[src/rtl/z80_mem_sched.sv]
// z80_mem_sched: memory-access scheduler between the Z80 core, an optional
// DMA requester and the on-chip ROM/RAM wrappers.
//
// Ports:
//   clk, rst                 - clock, synchronous active-high reset
//   cpu_req/cpu_wr/cpu_addr  - CPU request, held until cpu_ack
//   cpu_wait_n, cpu_ack      - Z80 WAIT stall, one-cycle completion pulse
//   dma_req/dma_wr/dma_addr  - DMA request, held until dma_done
//   dma_gnt, dma_done        - DMA owns the path, one-cycle completion pulse
//   mem_addr                 - registered address to the slaves
//   rom_ena, ram_ena, ram_we - slave enables / RAM write enable
//
// Build option: define Z80_MEM_SCHED_DMA_EN to compile in round-robin
// CPU/DMA arbitration; otherwise the DMA inputs are ignored.

module z80_mem_sched #(
    parameter int unsigned ROM_SIZE = 'h8000,
    parameter int unsigned RAM_BASE = 'h8000,
    parameter int unsigned RAM_SIZE = 'h4000,
    parameter int unsigned ROM_WAIT = 1,
    parameter int unsigned RAM_WAIT = 0
) (
    input  logic        clk,
    input  logic        rst,
    input  logic        cpu_req,
    input  logic        cpu_wr,
    input  logic [15:0] cpu_addr,
    output logic        cpu_wait_n,
    output logic        cpu_ack,
    input  logic        dma_req,
    input  logic        dma_wr,
    input  logic [15:0] dma_addr,
    output logic        dma_gnt,
    output logic        dma_done,
    output logic [15:0] mem_addr,
    output logic        rom_ena,
    output logic        ram_ena,
    output logic        ram_we
);

    localparam logic [1:0] IDLE   = 2'd0;
    localparam logic [1:0] ACCESS = 2'd1;
    localparam logic [1:0] DONE   = 2'd2;

    // 17-bit bounds so a window ending at 'h10000 does not wrap
    localparam logic [16:0] ROM_END = 17'(ROM_SIZE);
    localparam logic [16:0] RAM_LO  = 17'(RAM_BASE);
    localparam logic [16:0] RAM_HI  = 17'(RAM_BASE + RAM_SIZE);
    localparam logic [3:0]  ROM_W   = 4'(ROM_WAIT);
    localparam logic [3:0]  RAM_W   = 4'(RAM_WAIT);

    logic [1:0]  state;
    logic [3:0]  cnt;
    logic        own_dma;
    logic        wr_q;
    logic        sel_rom;
    logic        sel_ram;

    logic        win;
    logic        pick_dma;
    logic        win_wr;
    logic [15:0] win_addr;
    logic [16:0] win_a17;
    logic        hit_rom;
    logic        hit_ram;

`ifdef Z80_MEM_SCHED_DMA_EN
    logic last_dma;

    // On contention the side that did not win last time goes next
    assign win      = cpu_req || dma_req;
    assign pick_dma = dma_req && (!cpu_req || !last_dma);
    assign win_wr   = pick_dma ? dma_wr : cpu_wr;
    assign win_addr = pick_dma ? dma_addr : cpu_addr;

    always_ff @(posedge clk) begin
        if (rst) begin
            last_dma <= 1'b1;
        end else if (state == IDLE && win) begin
            last_dma <= pick_dma;
        end
    end

    assign dma_gnt  = (state == ACCESS || state == DONE) && own_dma;
    assign dma_done = (state == DONE) && own_dma;
`else
    logic unused_dma;

    assign unused_dma = ^{dma_req, dma_wr, dma_addr};
    assign win        = cpu_req;
    assign pick_dma   = 1'b0;
    assign win_wr     = cpu_wr;
    assign win_addr   = cpu_addr;
    assign dma_gnt    = 1'b0;
    assign dma_done   = 1'b0;
`endif

    assign win_a17 = {1'b0, win_addr};
    assign hit_rom = win_a17 < ROM_END;
    assign hit_ram = !hit_rom && (win_a17 >= RAM_LO) && (win_a17 < RAM_HI);

    always_ff @(posedge clk) begin
        if (rst) begin
            state    <= IDLE;
            cnt      <= 4'd0;
            own_dma  <= 1'b0;
            wr_q     <= 1'b0;
            sel_rom  <= 1'b0;
            sel_ram  <= 1'b0;
            mem_addr <= 16'h0000;
        end else begin
            unique case (state)
                IDLE: begin
                    if (win) begin
                        mem_addr <= win_addr;
                        wr_q     <= win_wr;
                        own_dma  <= pick_dma;
                        sel_rom  <= hit_rom;
                        sel_ram  <= hit_ram;
                        if (hit_rom) begin
                            cnt   <= ROM_W;
                            state <= ACCESS;
                        end else if (hit_ram) begin
                            cnt   <= RAM_W;
                            state <= ACCESS;
                        end else begin
                            // unmapped: complete at once, no enable
                            cnt   <= 4'd0;
                            state <= DONE;
                        end
                    end
                end
                ACCESS: begin
                    if (cnt == 4'd0) begin
                        state <= DONE;
                    end else begin
                        cnt <= cnt - 4'd1;
                    end
                end
                DONE: begin
                    state <= IDLE;
                end
                default: begin
                    state <= IDLE;
                end
            endcase
        end
    end

    assign rom_ena    = (state == ACCESS) && sel_rom;
    assign ram_ena    = (state == ACCESS) && sel_ram;
    assign ram_we     = ram_ena && wr_q;
    assign cpu_ack    = (state == DONE) && !own_dma;
    assign cpu_wait_n = !(cpu_req && !cpu_ack);

endmodule
[config.mk]
export PLATFORM = sky130hd
export DESIGN_NAME = z80_mem_sched
export DESIGN_NICKNAME = d
export VERILOG_FILES = /design/src/rtl/z80_mem_sched.sv
export SDC_FILE = /design/constraint.sdc
export NUM_CORES = 1
export LEC_CHECK = 0
export ABC_AREA = 1
export CAP_MARGIN = 25
export CORE_MARGIN = 2
export CORE_UTILIZATION = 37
export CTS_CLUSTER_SIZE = 16
export DETAILED_ROUTE_END_ITERATION = 10
export PLACE_DENSITY = 0.82
export SYNTH_ARGS = -nofsm -noshare
export SYNTH_HDL_FRONTEND = slang
export SYNTH_SLANG_ARGS = --single-unit
[constraint.sdc]
create_clock -name clk -period 1.2 [get_ports clk]
set_input_delay 0.3 -clock clk [delete_from_list [all_inputs] [get_ports clk]]
set_output_delay 0.3 -clock clk [all_outputs]
set_load 0.02 [all_outputs]
==> results of run 1 <==
[power by group through the flow]
stage               sequential (mW)  clock [mW]  combinational [mW]
finish                        0.971       0.364               0.701
global route                  0.981       0.416               0.763
CTS                           0.962       0.384               0.601
detailed placement            0.980           0               0.632
global placement              0.972           0               0.605
floorplan                      1.04           0               0.267
[cell type report]
cell class                      count  area [sq um]  area share [%]
Sequential cell                    25           513            30.6
Inverter                           12          52.6            3.13
Clock inverter                      1          5.00           0.298
Timing Repair Buffer               61           537            32.0
Clock buffer                        3          22.5            1.34
Multi-Input combinational cell     94           510            30.4
Tap cell                           31          38.8            2.31
[path summary, 6_finish.rpt]
kind / from / to / slack (ps) / depth (start not counted)
min reg2reg: mem_addr[12]$_SDFFE_PP0P_ / mem_addr[12]$_SDFFE_PP0P_ / 490 / 2
max reg2reg: state[0]$_SDFFE_PP0P_ / mem_addr[14]$_SDFFE_PP0P_ / -90 / 7
max: state[1]$_SDFFE_PP0P_ / ram_we / -220 / 4
min: cpu_req / state[1]$_SDFFE_PP0P_ / 410 / 4
[synthesized netlist by cell type, drive strengths merged]
master | number | area share [%]
nand2 | 13 | 5.9
ha | 2 | 2.4
conb | 1 | 0.36
buf | 5 | 4.4
clkbuf | 2 | 0.73
nor2 | 40 | 15
o21ai | 21 | 10
nor3b | 1 | 0.73
clkinv | 1 | 0.36
a21oi | 6 | 2.9
inv | 11 | 4.0
dfxtp | 25 | 48
nand3 | 6 | 3.4
o21a | 1 | 0.73
nor3 | 2 | 0.97
[metrics by stage]
step | power [mW] | utilization [%] | setup slack [ps] | std cells | hold slack [ps]
after global placement | 1.58 | 58.2 | -506 | 220 | 450
after floorplan | 1.31 | - | 61.7 | 138 | 369
after detailed placement | 1.61 | 58.2 | -521 | 220 | 471
after global routing | 2.16 | 62.0 | -298 | 227 | 417
final | 2.04 | 62.0 | -216 | 227 | 409
after CTS | 1.95 | 57.0 | -224 | 224 | 494
[sequential cells by signal, summed over array words and instances (netlist names)]
signal and count:
mem_addr 16, wr_q 1, sel_rom 1, sel_ram 1, cnt 4, state 2
[worst max-delay path: cells and delay by family (launching register included)]
kind	cells	cell delay, ps
DFF	1	340
buffers and inverters	2	240
and+or+nand+nor	2	220
[logic make-up after synthesis]
family                   share of synthesized area (%)
AO/OA/AOI/OAI                                     13.8
AND/OR/NAND/NOR                                   25.5
buffers and inverters                             9.44
other                                            0.363
adder cells (fa/ha/maj)                           2.42
flip-flops                                        48.4
[routing by layer]
layer	wire length (um)	vias up	global-route usage (%)
met3	129	6	2.76
li1	-	548	-
met5	0	-	0
met1	1000	507	17.5
met4	46	0	8.31
met2	1650	36	32.7
[timing repair]
action                                 4_1_cts  5_1_grt
pin swaps                                    2        7
cloned                                       0        2
resized for setup                          100       32
hold buffers                                 0        0
endpoints found under the hold margin        0        0
setup endpoints to repair                   39       30
buffers inserted                             0        1
==> run_results.csv, run 1 <==
group,metric,value,unit
global_route,grt_first_pass_wirelength,4310,um
worst_setup_path,worst_path_largest_cell_delay,340,ps
die,floorplan.core_area,2710,sq um
global_route,grt_start_max_net_pins,15,
worst_setup_path,critical_path_peak_fanout,4,
worst_setup_path,critical_path.slowest_cell,"dfxtp_2",
cells_and_area,syn_to_final_growth,62.5,%
clock_network,cts_tree,"yes",
worst_setup_path,critPathLaunchType,"flop",
power_and_ir_drop,clock_power_share,17.9,%
worst_setup_path,crit_type,"flop to primary output",
detailed_routing,via_count,1097,
worst_setup_path,critical_path.cell_chain,"inv_2, nand2_4, nor3b_2, buf_4",
cells_and_area,inserted_diodes,0,
min_path,timing.hold.worst.class,"primary input to flop",
power_and_ir_drop,p_sw,0.664,mW
clock_network,clock_sink_count,25,
run,drv_cap,0,
placed_design,placement.io_buffers,40,
worst_setup_path,cp.arrival,1120,ps
placed_design,post-dp-hpwl,2020,um
yosys,count_of_warnings_emitted_by_yosys,0,
detailed_routing,detail_route.first_pass.iterations,4,
status,run_status,"complete, but fails checks",
yosys,synth_area_per_cell,7.54,sq um
timing,report.final.hold_viol_count,0,
global_route,grt_antenna_before_repair,0,
cells_and_area,post_route_cells_drive_above_1_share,38.8,%
cells_and_area,final_design_area_no_fill,1680,sq um
timing,timing.setup.tns,-1850,ps
detailed_routing,drc,0,
placed_design,placed_cell_area,1580,sq um
timing,post_route_clock_period_utilization,118,%
timing,worst_clock_skew,9.44,ps
die,fp.dieArea,3230,sq um
global_route,vias_in_the_first_global_route,1061,
timing,max_freq,706,MHz
timing,timing.final.max_slew_violations,0,
power_and_ir_drop,peakVddDrop,781,uV
die,die_height,56.9,um
clock_network,cts.htree.levels,1,
global_route,groute.usage.overall,17.0,%
cells_and_area,design.final.nets,237,
detailed_routing,route.detailed.wl_per_inst,12.4,um
power_and_ir_drop,power.density,1210,nW/um^2
clock_network,tritoncts.num_buffers,3,
worst_setup_path,critical_path_sink_type,"primary output",
detailed_routing,detail_route.wirelength,2830,um
cells_and_area,most_common_library_cell_in_the_layout_ignoring_fill_and_taps,"nor2_1",
die,io_pins,61,
yosys,post_synth_instance_area,1030,sq um
clock_network,clockRootBuffer,"clkbuf_4",
power_and_ir_drop,combinationalPowerShare,34.4,%
yosys,seq_area_frac_synth,48.4,%
detailed_routing,count_of_routing_violations_after_the_opening_detailed_route_iteration,23,
timing,finalWorstPathRequiredPeriod,1420,ps
cells_and_area,layout_common_cells,"39 x nor2_1, 20 x buf_4, 18 x clkdlybuf4s50_1",
power_and_ir_drop,static-leakage-power,0.781,nW
worst_setup_path,cp_data_required_time,900,ps
detailed_routing,detail-route-antenna-nets,0,
die,floorplan.initialDensity,38.1,%
status,failed_checks,"setup timing",
yosys,yosys_register_bits,25,
die,fp-row-count,19,
clock_network,cts_max_path_buffers,2,
die,chipWidth,56.9,um
global_route,grt.overflow.total,0,
power_and_ir_drop,power.share.switching,32.6,%
clock_network,clk_transition_reported_paths,130,ps
timing,setup_viol,23,
power_and_ir_drop,p_int,1.37,mW
clock_network,clk_latency,320,ps
yosys,synthesis.instances,137,
detailed_routing,drt-vias-per-instance,4.83,
timing,final_critical_path_setup_slack,-216,ps
power_and_ir_drop,share_seq_of_total_power,47.7,%
timing,grt_setup_unrepaired,"true",
placed_design,globalplace.congestion,0.777,
yosys,synth.lib_cells_used.distinct,21,
cells_and_area,nFillCells,235,
Power figures use the tool's default switching activity.
==> run 2, diff against run 1 <==
--- a/config.mk
+++ b/config.mk
@@ -12,6 +12,7 @@
 export CTS_CLUSTER_SIZE = 16
 export DETAILED_ROUTE_END_ITERATION = 10
 export PLACE_DENSITY = 0.82
+export SLEW_MARGIN = 20
 export SYNTH_ARGS = -nofsm -noshare
 export SYNTH_HDL_FRONTEND = slang
 export SYNTH_SLANG_ARGS = --single-unit
==> results of run 2 <==
No change in the layout: final DEF, timing and power equal those of run 1.
